**src/rtl/noc_port_pkg.sv**
```systemverilog
`default_nettype none
// ============================================================================
//  Module      : noc_port_pkg
//  Description : Connector slice layout shared by port endpoints, routers
//                and connector benches. A slice is {ready, valid, data}.
//  Revision    : 1.0 - initial release
// ============================================================================
package noc_port_pkg;

  // Default payload width of one flit
  localparam int DATA_SIZE_DEF = 37;

  // Slice width for a given payload width: data + valid + ready
  function automatic int port_size(input int data_size);
    return data_size + 2;
  endfunction

  // Position of the valid flag inside a slice
  function automatic int valid_bit(input int data_size);
    return data_size;
  endfunction

  // Position of the ready flag inside a slice
  function automatic int ready_bit(input int data_size);
    return data_size + 1;
  endfunction

  // Constants for the default flit width
  localparam int VALID_BIT     = DATA_SIZE_DEF;
  localparam int READY_BIT     = DATA_SIZE_DEF + 1;
  localparam int PORT_SIZE_DEF = DATA_SIZE_DEF + 2;

endpackage : noc_port_pkg
`default_nettype wire

```
**src/rtl/port_fifo.sv**
```systemverilog
`default_nettype none
// ============================================================================
//  Module      : port_fifo
//  Description : Synchronous FIFO with full/empty/count status. Push on full
//                and pop on empty are ignored. Head is a combinational read.
//  Revision    : 1.0 - initial release
// ============================================================================
module port_fifo #(
  parameter int WIDTH = 37,
  parameter int DEPTH = 4,
  parameter int CW    = $clog2(DEPTH) + 1
) (
  input  logic             clk,
  input  logic             rst,
  input  logic             push,
  input  logic [WIDTH-1:0] push_data,
  input  logic             pop,
  output logic [WIDTH-1:0] pop_data,
  output logic             full,
  output logic             empty,
  output logic [CW-1:0]    count
);

  localparam int AW = $clog2(DEPTH);

  logic [WIDTH-1:0] r_mem [DEPTH];
  logic [AW-1:0]    r_wr_ptr;
  logic [AW-1:0]    r_rd_ptr;
  logic [CW-1:0]    r_count;

  logic             w_push;
  logic             w_pop;

  assign full     = (r_count == CW'(DEPTH));
  assign empty    = (r_count == '0);
  assign count    = r_count;
  assign pop_data = r_mem[r_rd_ptr];

  assign w_push = push & ~full;
  assign w_pop  = pop & ~empty;

  // Storage array; contents become unreachable on reset via the pointers
  always_ff @(posedge clk) begin
    if (w_push) begin
      r_mem[r_wr_ptr] <= push_data;
    end
  end

  // Pointers wrap naturally modulo the power-of-two depth
  always_ff @(posedge clk) begin
    if (rst) begin
      r_wr_ptr <= '0;
      r_rd_ptr <= '0;
      r_count  <= '0;
    end else begin
      if (w_push) begin
        r_wr_ptr <= r_wr_ptr + AW'(1);
      end
      if (w_pop) begin
        r_rd_ptr <= r_rd_ptr + AW'(1);
      end
      r_count <= r_count + CW'(w_push) - CW'(w_pop);
    end
  end

endmodule : port_fifo
`default_nettype wire

```
**src/rtl/port_link.sv**
```systemverilog
`default_nettype none
// ============================================================================
//  Module      : port_link
//  Description : Per-port link endpoint. TX FIFO plus registered output
//                stage toward the connector, RX FIFO absorbing peer words,
//                registered ready derived from next RX occupancy, and
//                wrapping transfer counters.
//  Revision    : 1.0 - initial release
// ============================================================================
module port_link
  import noc_port_pkg::*;
#(
  parameter int DATA_SIZE  = DATA_SIZE_DEF,
  parameter int PORT_SIZE  = port_size(DATA_SIZE),
  parameter int FIFO_DEPTH = 4,
  parameter int CNT_W      = 16
) (
  input  logic                 clk,
  input  logic                 rst,
  output logic [PORT_SIZE-1:0] port_o,
  input  logic [PORT_SIZE-1:0] port_i,
  input  logic [DATA_SIZE-1:0] tx_data,
  input  logic                 tx_valid,
  output logic                 tx_ready,
  output logic [DATA_SIZE-1:0] rx_data,
  output logic                 rx_valid,
  input  logic                 rx_ready,
  output logic [CNT_W-1:0]     tx_cnt,
  output logic [CNT_W-1:0]     rx_cnt
);

  localparam int VB = valid_bit(DATA_SIZE);
  localparam int RB = ready_bit(DATA_SIZE);
  localparam int CW = $clog2(FIFO_DEPTH) + 1;

  // Registered state
  logic                 r_up;
  logic                 r_out_valid;
  logic [DATA_SIZE-1:0] r_out_data;
  logic                 r_ready;
  logic [CNT_W-1:0]     r_tx_cnt;
  logic [CNT_W-1:0]     r_rx_cnt;

  // Connector fields
  logic                 w_peer_ready;
  logic                 w_peer_valid;
  logic [DATA_SIZE-1:0] w_peer_data;

  // TX path
  logic                 w_xfer;
  logic                 w_tx_accept;
  logic                 w_out_load;
  logic                 w_bypass;
  logic                 w_tx_push;
  logic                 w_tx_pop;
  logic [DATA_SIZE-1:0] w_tx_head;
  logic                 w_tx_full;
  logic                 w_tx_empty;
  logic [CW-1:0]        w_tx_count;

  // RX path
  logic                 w_acc;
  logic                 w_rx_pop;
  logic [DATA_SIZE-1:0] w_rx_head;
  logic                 w_rx_full;
  logic                 w_rx_empty;
  logic [CW-1:0]        w_rx_count;
  logic [CW-1:0]        w_rx_next;

  logic                 w_unused_ok;

  assign w_peer_ready = port_i[RB];
  assign w_peer_valid = port_i[VB];
  assign w_peer_data  = port_i[DATA_SIZE-1:0];

  // Both ends see the same wires, so these agree with the peer's view
  assign w_xfer = r_out_valid & w_peer_ready;
  assign w_acc  = w_peer_valid & r_ready;

  // TX steering: bypass the FIFO only when it holds nothing older
  assign tx_ready    = r_up & ~w_tx_full;
  assign w_tx_accept = tx_valid & tx_ready;
  assign w_out_load  = ~r_out_valid | w_xfer;
  assign w_bypass    = w_tx_accept & w_tx_empty & w_out_load;
  assign w_tx_push   = w_tx_accept & ~w_bypass;
  assign w_tx_pop    = w_out_load & ~w_tx_empty;

  port_fifo #(
    .WIDTH (DATA_SIZE),
    .DEPTH (FIFO_DEPTH),
    .CW    (CW)
  ) u_tx_fifo (
    .clk       (clk),
    .rst       (rst),
    .push      (w_tx_push),
    .push_data (tx_data),
    .pop       (w_tx_pop),
    .pop_data  (w_tx_head),
    .full      (w_tx_full),
    .empty     (w_tx_empty),
    .count     (w_tx_count)
  );

  // RX side: head is gated so stale storage never shows after reset
  assign w_rx_pop  = rx_valid & rx_ready;
  assign rx_valid  = ~w_rx_empty;
  assign rx_data   = rx_valid ? w_rx_head : '0;
  assign w_rx_next = w_rx_count + CW'(w_acc) - CW'(w_rx_pop);

  port_fifo #(
    .WIDTH (DATA_SIZE),
    .DEPTH (FIFO_DEPTH),
    .CW    (CW)
  ) u_rx_fifo (
    .clk       (clk),
    .rst       (rst),
    .push      (w_acc),
    .push_data (w_peer_data),
    .pop       (w_rx_pop),
    .pop_data  (w_rx_head),
    .full      (w_rx_full),
    .empty     (w_rx_empty),
    .count     (w_rx_count)
  );

  // Status bits not needed by the steering logic
  assign w_unused_ok = ^{w_tx_count, w_rx_full};

  assign port_o = {r_ready, r_out_valid, r_out_data};
  assign tx_cnt = r_tx_cnt;
  assign rx_cnt = r_rx_cnt;

  // Holds tx_ready low during reset and releases it one edge later
  always_ff @(posedge clk) begin
    if (rst) begin
      r_up <= 1'b0;
    end else begin
      r_up <= 1'b1;
    end
  end

  // Output register: FIFO head has priority, then bypassed local push
  always_ff @(posedge clk) begin
    if (rst) begin
      r_out_valid <= 1'b0;
      r_out_data  <= '0;
    end else if (w_out_load) begin
      if (!w_tx_empty) begin
        r_out_valid <= 1'b1;
        r_out_data  <= w_tx_head;
      end else if (w_tx_accept) begin
        r_out_valid <= 1'b1;
        r_out_data  <= tx_data;
      end else begin
        r_out_valid <= 1'b0;
      end
    end
  end

  // Ready advertises room for one more word after this edge's accept/pop
  always_ff @(posedge clk) begin
    if (rst) begin
      r_ready <= 1'b0;
    end else begin
      r_ready <= (w_rx_next < CW'(FIFO_DEPTH));
    end
  end

  // Wrapping transfer statistics
  always_ff @(posedge clk) begin
    if (rst) begin
      r_tx_cnt <= '0;
      r_rx_cnt <= '0;
    end else begin
      if (w_xfer) begin
        r_tx_cnt <= r_tx_cnt + CNT_W'(1);
      end
      if (w_acc) begin
        r_rx_cnt <= r_rx_cnt + CNT_W'(1);
      end
    end
  end

endmodule : port_link
`default_nettype wire
```
**config.mk**
```make
export PLATFORM = sky130hd
export DESIGN_NAME = port_link
export DESIGN_NICKNAME = d
export VERILOG_FILES = /design/src/rtl/noc_port_pkg.sv /design/src/rtl/port_fifo.sv /design/src/rtl/port_link.sv
export SDC_FILE = /design/constraint.sdc
export NUM_CORES = 1
export LEC_CHECK = 0
export CAP_MARGIN = 10
export CORE_MARGIN = 10
export CORE_UTILIZATION = 25
export DETAILED_ROUTE_END_ITERATION = 12
export PLACE_DENSITY = 0.51
export SYNTH_ARGS = -nofsm -noshare
export SYNTH_HDL_FRONTEND = slang
export SYNTH_HIERARCHICAL = 1
export SYNTH_SLANG_ARGS = --single-unit
export TNS_END_PERCENT = 100
```
**constraint.sdc**
```tcl
create_clock -name clk -period 5 [get_ports clk]
set_clock_uncertainty 0.1 [all_clocks]
set_input_delay 1 -clock clk [delete_from_list [all_inputs] [get_ports clk]]
set_output_delay 1 -clock clk [all_outputs]
set_load 0.005 [all_outputs]
```
==> impl_metrics.env, run 1 <==
export IMPL_hpwl_mm=23.9
export IMPL_mappedNetlistArea_sq_um=15200
export IMPL_setup_slack_ps=989
export IMPL_dr_pass1_iters=4
export IMPL_hold_depth=2
export IMPL_path_clk_slew_ps=60
export IMPL_h_tree_depth=2
export IMPL_dp_slack_ps=1240
export IMPL_postCtsHoldBufs=0
export IMPL_fmax_ghz=0.249
export IMPL_wirelength_mm=36.0
export IMPL_rsz0062_at_grt="no"
export IMPL_cts_setup_buffers=0
export IMPL_min_period_ps=4010
export IMPL_die_area_sq_um=71300
export IMPL_antenna_left=0
export IMPL_ir_drop_mv=0.257
export IMPL_required_ps=3900
export IMPL_clkSinkCount=386
export IMPL_wire_per_inst_microns=18.8
export IMPL_row_count=90
export IMPL_p_clk_share_pct=32.8
export IMPL_synth_edf_count=296
export IMPL_drive_above_1_share_pct=15.5
export IMPL_grt_max_degree=52
export IMPL_core_area_sq_um=60400
export IMPL_ys_ff_latch=386
export IMPL_hp_class="reg -> reg"
export IMPL_cts_tree="done"
export IMPL_die_w_microns=267
export IMPL_worstMarginPinSlew_ps=1060
export IMPL_max_cap_violations=0
export IMPL_r2r_start="u_rx_fifo/count[1]"
export IMPL_antenna_found_initial=4
export IMPL_power_density_nw_per_um2=508
export IMPL_ys_types=45
export IMPL_placed_area_sq_um=18000
export IMPL_seqPwrFrac_pct=40.3
export IMPL_start_util_pct=25.3
export IMPL_path_max_fanout=17
export IMPL_critPathArrivalTime_ps=2910
export IMPL_cp_start_kind="flop"
export IMPL_via_count=8333
export IMPL_grt_overflow_total=0
export IMPL_ys_flop_type="edfxtp_1"
export IMPL_worst_r2r_endpoint="u_rx_fifo/count[2]"
export IMPL_first_global_vias=8735
export IMPL_synthArstFlopShare_pct=0
export IMPL_cts_max_path_buffers=3
export IMPL_gp_congestion=0.701
export IMPL_tns_ps=0
export IMPL_criticalPathCategory="reg -> out"
export IMPL_p_sw_uw=2850
export IMPL_internal_power_uw=7040
export IMPL_post_cts_resized=0
export IMPL_grt_pass1_wl_mm=55.1
export IMPL_r2r_cells=12
export IMPL_fin_area_sq_um=19500
export IMPL_root_buffer="clkbuf_16"
export IMPL_status="finished, final reports clean"
export IMPL_worstHoldStart="rx_cnt[15]"
export IMPL_route_detailed_drc=0
export IMPL_grt_usage_pct=10.0
export IMPL_ios=190
export IMPL_first_iter_violations=415
export IMPL_hold_viol_final=0
export IMPL_fin_crit_sh_pct=80.2
export IMPL_slew_viol_final=0
export IMPL_setup_viol=0
export IMPL_syn_inst=883
export IMPL_nNetsFinal=1189
export IMPL_hold_path_end="rx_cnt[15]"
export IMPL_clock_latency_ps=580
export IMPL_syn_to_final_growth_pct=27.8
export IMPL_vias_per_cell=4.36
export IMPL_die_height_microns=267
export IMPL_power_frac_comb_pct=26.9
export IMPL_cts_buffers=44
export IMPL_p_sw_share_pct=28.8
export IMPL_yosysWarnings=6
export IMPL_r2r_slack_ps=2030
export IMPL_syn_num_nets=981
export IMPL_syn_avg_cell_area_sq_um=17.3
export IMPL_io_buffers=189
export IMPL_slew_headroom_pct=29.4
export IMPL_end_kind="output pin"
export IMPL_p_leak_uw=0.00642
export IMPL_yosysSeqAreaShare_pct=70.1
==> kinds of logic (layout without fill, tap and decap cells) <==
family / count (synthesis) / after routing / share of synthesized area, %
muxes: 115 / 115 / 14.0
AOI/OAI and AO/OA: 72 / 72 / 3.15
DFF: 386 / 386 / 70.1
buffers and inverters: 72 / 316 / 2.82
xor gates and xnor gates: 27 / 27 / 1.55
adders and majority gates: 18 / 18 / 1.58
and+or+nand+nor: 193 / 193 / 6.80
other: 0 / 3 / 0
==> power by group through the flow <==
stage	logic, uW	registers, uW	clock network [uW]
final	2660	3980	3250
after global routing	2950	4030	3500
after CTS	2760	3990	3370
after detailed placement	2750	4060	0
after global placement	2740	4050	0
after floorplan	1680	3970	0
==> Yosys cell counts (3+ instances only) <==
| cell type | n | area [sq um] |
|---|---|---|
| a211oi_1 | 37 | 278 |
| a21oi_1 | 17 | 85.1 |
| and2_1 | 11 | 68.8 |
| and4_1 | 5 | 43.8 |
| buf_1 | 5 | 18.8 |
| buf_12 | 6 | 120 |
| buf_2 | 12 | 60.1 |
| buf_4 | 3 | 22.5 |
| buf_6 | 3 | 33.8 |
| clkbuf_1 | 16 | 60.1 |
| clkbuf_2 | 3 | 15.0 |
| dfxtp_1 | 90 | 1800 |
| edfxtp_1 | 296 | 8890 |
| ha_1 | 16 | 200 |
| inv_1 | 23 | 86.3 |
| mux2i_1 | 40 | 400 |
| mux4_1 | 14 | 368 |
| mux4_2 | 60 | 1350 |
| nand2_1 | 16 | 60.1 |
| nand2b_1 | 5 | 31.3 |
| nand3_1 | 8 | 40.0 |
| nand4_1 | 9 | 56.3 |
| nor2_1 | 69 | 259 |
| nor2b_1 | 45 | 282 |
| o21ai_0 | 11 | 55.1 |
| or3_1 | 11 | 68.8 |
| xnor2_1 | 9 | 78.8 |
| xor2_1 | 18 | 158 |
==> worst max-delay path, cell delays in order (launching register included) <==
cell             delay, ps
dfxtp_2                710
buf_4                  410
mux4_2                 540
nor2b_1                170
clkdlybuf4s50_1        490
==> worst max path at each step <==
stage | to | slack (ps)
5_1_grt | rx_data[36] | 810
4_1_cts | rx_data[5] | 860
6_report | rx_data[5] | 990
2_1_floorplan | u_rx_fifo/count[2] | 1970
3_3_place_gp | u_tx_fifo/count[2] | 1280
3_5_place_dp | u_tx_fifo/count[2] | 1240
==> final cells by class <==
cell class	instances	area [sq um]
Clock inverter	20	253
Tap cell	782	978
Clock buffer	62	1220
Fill cell	5880	40900
Antenna cell	3	7.51
Multi-Input combinational cell	425	4160
Inverter	23	86.3
Timing Repair Buffer	211	2080
Sequential cell	386	10700
==> placed cells by master (no fill, tap or decap), types with 16 or more instances in the layout <==
master	netlist	layout
a211oi_1	37	37
a21oi_1	17	16
buf_4	3	21
clkbuf_16	0	44
clkdlybuf4s50_1	0	188
dfxtp_1	90	86
edfxtp_1	296	296
ha_1	16	16
inv_1	23	23
mux2i_1	40	40
mux4_2	60	60
nand2_1	16	16
nor2_1	69	69
nor2b_1	45	45
xor2_1	18	18
==> sequential cells by signal, indices dropped and copies added, names as in the netlist, named ones only <==
| register | flops |
|---|---|
| u_tx_fifo/r_wr_ptr | 2 |
| r_up | 1 |
| r_out_data | 37 |
| u_rx_fifo/r_rd_ptr | 2 |
| u_tx_fifo/r_mem | 148 |
| u_rx_fifo/r_wr_ptr | 2 |
| r_ready | 1 |
| rx_cnt | 16 |
| u_tx_fifo/count | 3 |
| r_out_valid | 1 |
| u_rx_fifo/r_mem | 148 |
| tx_cnt | 16 |
| u_tx_fifo/r_rd_ptr | 2 |
| u_rx_fifo/count | 3 |
==> metrics by stage <==
stage / hold slack, ps / cells / power (uW) / util (%)
after floorplan: 359 / 883 / 5650 / -
after global placement: 359 / 1827 / 6790 / 29.8
after detailed placement: 373 / 1827 / 6800 / 29.8
after CTS: 382 / 1909 / 10100 / 32.3
after global routing: 418 / 1909 / 10500 / 32.3
final: 380 / 1912 / 9890 / 32.3
==> layer usage <==
| metal | wire length, microns | global-route usage (%) |
|---|---|---|
| met3 | 3170 | 3.86 |
| met5 | 44 | 0 |
| met4 | 647 | 2.93 |
| met2 | 16600 | 15.7 |
| met1 | 15500 | 12.7 |
(Power assumes the default switching activity.)
==> inputs of run 2 (changes only) <==
==> constraint.sdc (replaced) <==
create_clock -name clk -period 4 [get_ports clk]
set_clock_uncertainty 0.1 [all_clocks]
set_input_delay 0.8 -clock clk [delete_from_list [all_inputs] [get_ports clk]]
set_output_delay 0.8 -clock clk [all_outputs]
set_load 0.005 [all_outputs]
==> impl_metrics.env, run 2 (synthesized netlist as in run 1, its figures left out) <==
export IMPL_wirelength_mm=36.2
export IMPL_final_cell_mix="edfxtp_1, clkdlybuf4s50_1, dfxtp_1"
export IMPL_power_uw=12400
export IMPL_max_stage_delay_ps=630
export IMPL_start_util_pct=25.3
export IMPL_antenna_left=0
export IMPL_fin_cells=1909
export IMPL_postCtsHoldBufs=0
export IMPL_use_met1_pct=12.7
export IMPL_power_density_nw_per_um2=635
export IMPL_post_cts_resized=0
export IMPL_tns_ps=0
export IMPL_seqPwrFrac_pct=39.8
export IMPL_internal_power_uw=8890
export IMPL_cp_start_kind="flop"
export IMPL_worstMarginPinSlew_ps=1100
export IMPL_slew_headroom_pct=26.6
export IMPL_first_global_vias=8834
export IMPL_ios=190
export IMPL_h_tree_depth=2
export IMPL_drive_above_1_share_pct=15.0
export IMPL_p_sw_uw=3510
export IMPL_gp_congestion=0.691
export IMPL_vias_per_cell=4.35
export IMPL_io_buffers=189
export IMPL_die_height_microns=267
export IMPL_root_buffer="clkbuf_16"
export IMPL_nNetsFinal=1188
export IMPL_hp_class="reg -> reg"
export IMPL_setup_viol=0
export IMPL_power_frac_comb_pct=27.6
export IMPL_grtUsageMet2_pct=16.1
export IMPL_fin_crit_sh_pct=86.1
export IMPL_grt_pass1_wl_mm=55.4
export IMPL_cts_max_path_buffers=3
export IMPL_criticalPathCategory="reg -> out"
export IMPL_p_leak_uw=0.00643
export IMPL_die_w_microns=267
export IMPL_cts_setup_buffers=0
export IMPL_slowest_stage="mux4_1"
export IMPL_wire_per_inst_microns=18.9
export IMPL_max_cap_violations=0
export IMPL_core_area_sq_um=60400
export IMPL_r2r_start="u_tx_fifo/count[1]"
export IMPL_clock_latency_ps=570
export IMPL_grt_max_degree=49
export IMPL_final_common_cell="edfxtp_1"
export IMPL_route_detailed_drc=0
export IMPL_rsz0062_at_grt="no"
export IMPL_cts_buffers=43
export IMPL_p_clk_share_pct=32.6
export IMPL_dp_cells=1827
export IMPL_critPathArrivalTime_ps=2540
export IMPL_busiest_layer="met2"
export IMPL_fmax_ghz=0.290
export IMPL_status="finished, final reports clean"
export IMPL_min_period_ps=3440
export IMPL_hpwl_mm=23.9
export IMPL_end_kind="output pin"
export IMPL_ir_drop_mv=0.488
export IMPL_cts_tree="done"
export IMPL_dr_pass1_iters=4
export IMPL_antenna_found_initial=4
export IMPL_via_count=8305
export IMPL_die_area_sq_um=71300
export IMPL_clkSinkCount=386
export IMPL_fin_util_pct=32.4
export IMPL_row_count=90
export IMPL_worstHoldStart="u_tx_fifo/r_rd_ptr[1]"
export IMPL_path_max_fanout=35
export IMPL_first_iter_violations=418
export IMPL_syn_to_final_growth_pct=28.1
export IMPL_slew_viol_final=0
export IMPL_required_ps=3100
export IMPL_p_sw_share_pct=28.3
export IMPL_reg_top3="u_rx_fifo/r_mem (148), u_tx_fifo/r_mem (148), r_out_data (37)"
export IMPL_grt_overflow_total=0
export IMPL_path_clk_slew_ps=60
export IMPL_grt_usage_pct=10.1
export IMPL_path_cells="buf_12 > mux4_1 > nor2b_1 > clkdlybuf4s50_1"
export IMPL_hold_viol_final=0
export IMPL_nFillCells=5863
export IMPL_met3_usage_pct=3.88
-- run 2: cell count changes in the layout (fill, tap and decap cells not counted), moves of 3 or more --
cell | before | now
buf_4 | 21 | 15
buf_12 | 2 | 8
clkinv_1 | 2 | 5
clkbuf_8 | 5 | 2
-- run 2: worst paths after layout --
check / end / slack, ps / depth (start not counted)
worst max-delay path: rx_data[31] / 560 / 4
worst min-delay path: flop / 380 / 2
worst max register to register: u_tx_fifo/count[2] / 1100 / 13
worst min register to register: flop / 380 / 2
-- run 2: through the flow --
| stage | setup WS (ps) | instance area, sq um | hold WS (ps) |
|---|---|---|---|
| final | 555 | 19500 | 376 |
| after global routing | 420 | 19500 | 406 |
| after CTS | 478 | 19500 | 373 |
| after detailed placement | 461 | 18100 | 375 |
| after global placement | 492 | 18100 | 359 |
| after floorplan | 1170 | 15200 | 359 |
-- run 2: layout make-up --
cell class	count	area, sq um	area share (%)
Clock buffer	60	1180	6.05
Multi-Input combinational cell	425	4160	21.3
Sequential cell	386	10700	54.8
Antenna cell	2	5.00	0.0256
Clock inverter	20	268	1.37
Timing Repair Buffer	211	2150	11.0
Inverter	23	86.3	0.442
Tap cell	782	978	5.01
-- run 2: critical path, delay by kind of cell (launching register included) --
| family | cells | cell delay, ps |
|---|---|---|
| simple gates | 1 | 160 |
| buf+inv | 2 | 750 |
| mux | 1 | 630 |
| flops | 1 | 390 |
-- run 2: per-layer routing --
layer  vias up  routed length (microns)
met5         -                       57
met1      4191                    15900
li1       3842                        -
met4         8                      603
met2       214                    16500
met3        50                     3140
-- run 2: power groups by stage --
stage / logic, uW / registers (uW) / clock network (uW)
finish: 3420 / 4930 / 4050
global route: 3790 / 4980 / 4350
CTS: 3540 / 4940 / 4200
detailed placement: 3530 / 5020 / 0
global placement: 3510 / 5010 / 0
floorplan: 2100 / 4970 / 0
==> edit: new RTL, settings of run 2 <==
The parameter `CNT_W` goes from 16 to 32.
--- a/src/rtl/port_link.sv
+++ b/src/rtl/port_link.sv
@@ -13,7 +13,7 @@
   parameter int DATA_SIZE  = DATA_SIZE_DEF,
   parameter int PORT_SIZE  = port_size(DATA_SIZE),
   parameter int FIFO_DEPTH = 4,
-  parameter int CNT_W      = 16
+  parameter int CNT_W      = 32
 ) (
   input  logic                 clk,
   input  logic                 rst,
Interface: changed (resized rx_cnt and tx_cnt); port bits go from 190 to 222. No check against the original RTL was run, so the function may have changed too.
==> edit against run 2 <==
Via count is 16% higher; clock power is 14% higher; area after synthesis is 9.6% higher; power is 6.7% higher; wire length is 20% higher; final area is 11% higher; sequential power is 7.1% higher; non-clock buffer count is 35 higher; sequential cell count is 32 higher; worst setup slack worse by 210 ps; largest cell class unchanged.
==> edit: results (changes against run 2) <==
** Global route
- The via count of the first global-routing pass came to 10100 (+14%).
- The met3 usage is 4.69% (+0.80 points).
- The met1 usage in global routing was 13.3% (+0.55 points).
- The met2 routing resource usage after global routing is 17.6% (+1.5 points).
- Largest net degree at the start of global routing :: 75 (+53%)
- Number of antenna violations at the first check in global routing :: 2 (-2)
- Overall global routing resource usage :: 11.0% (+0.84 points)
- The first-pass GRT wire length is 65.4 mm (+18%).

** Timing
- The relative slew slack is 26.6% (+0.062 points).

** Place
- The total half-perimeter wirelength after legalization and detailed placement came to 29.5 mm (+23%).
- Routability Congestion :: 0.714 (+3.3%)
- The count of port buffers added during placement was 221 (+17%).

** Route
- The post-detailed-route via-to-cell ratio came to 4.37 (+0.55%).
- The DRC marker count from the first detailed-route iteration is 479 (+15%).
- Average wire per cell in the routed design :: 19.6 um (+3.5%)

** Worst setup path
- For this design, the slowest cell found on the critical path is dfxtp_2.
- The longest individual stage delay on the worst path was 680 ps (+50 ps).
- Signal arrival time at the worst endpoint :: 2760 ps (+220 ps)
- The maximum fanout along the worst path was 20 (-43%).

** Cells and area
- Post-layout nets :: 1398 (+18%)
- The ratio of cells with drive above 1 in the final layout is 14.1% (-0.92 points).
- The number of fill cells was 6427 (+9.6%).
- The number of antenna repair diodes is 0 (-2).

** Clocking
- The number of buffers created by CTS was 48 (+12%).
- # Post-CTS Setup Buffers :: 0 (unchanged)

** Synthesis
- Post-synth net total :: 1158 (+18%)
- The proportion of synthesized flip-flops having asynchronous set or reset is 0% (unchanged).
- The portion of the post-synthesis area used by sequential elements was 67.8% (-2.3 points).
- The distinct cell type count after synthesis was 45 (unchanged).

** Run status
- The run finished with clean final reports.

** Pwr
- Leakage component of the power :: 7.15 nW (+11%)
[edit: cell count changes in the layout (fill, tap and decap cells not counted), moves of 6 or more]
cell	change
and4_1	+6
nor3_1	+8
nand2_1	+13
clkdlybuf4s50_1	+32
nand3_1	+16
xnor2_1	+19
and3_1	+8
nor2_1	+32
nand4_1	+12
dfxtp_1	+32
xor2_1	+10
[edit: per-layer routing]
metal / wire, um / vias up
met5: 22 / -
met4: 922 / 4
met3: 3900 / 66
met2: 19700 / 265
met1: 18700 / 4796
li1: - / 4510
[edit: cells by family (layout without fill, tap and decap cells)]
logic type	count (synthesis)	in the layout	share of synthesized area (%)
flops	418	418	67.8
simple gates	297	297	9.45
mux	116	116	12.8
buf+inv	82	362	2.65
compound gates	73	73	2.91
xor+xnor	56	56	2.93
fa+ha+maj	18	18	1.44
[edit: worst register-to-register path, delay by kind of cell, from the launching register on]
family	cells	cell delay (ps)
xor gates and xnor gates	2	330
and+or+nand+nor	5	760
DFF	1	490
adders and majority gates	3	840
AOI/OAI and AO/OA	1	150
buffers and inverters	3	190
[edit: metrics by stage]
step | power [mW] | hold WS (ps) | cells | cell area (um2)
after floorplan | 7.38 | 359 | 1060 | 16700
after global placement | 8.82 | 361 | 2114 | 20000
after detailed placement | 8.85 | 377 | 2114 | 20000
after CTS | 13.5 | 389 | 2204 | 21600
after global routing | 14.0 | 405 | 2204 | 21600
final | 13.2 | 380 | 2204 | 21600
[edit: worst paths after layout]
kind,start,endpoint,slack [ps],depth (start not counted)
worst max register to register,u_tx_fifo/count[1]$_SDFF_PP0_,u_tx_fifo/count[2]$_SDFF_PP0_,1000,14
worst max-delay path,flop,rx_data[33],340,4
worst min-delay path,u_tx_fifo/r_rd_ptr[1]$_SDFFE_PP0P_,flop,380,2
worst min register to register,u_tx_fifo/r_rd_ptr[1]$_SDFFE_PP0P_,flop,380,2
[edit: cell type report]
class	count	area share [%]
repair buffers	246	11.5
well taps	864	5.00
inverters	26	0.451
clock buffers	64	6.16
clock inverters	26	1.49
flip-flops and latches	418	52.4
multi-input cells	560	23.0
[edit: report_power, final]
| group | switching (mW) | internal [mW] | total [mW] |
|---|---|---|---|
| clock | 1.80 | 2.80 | 4.60 |
| sequential | 0.242 | 5.04 | 5.28 |
| combinational | 1.67 | 1.69 | 3.36 |
| total | 3.71 | 9.53 | 13.2 |
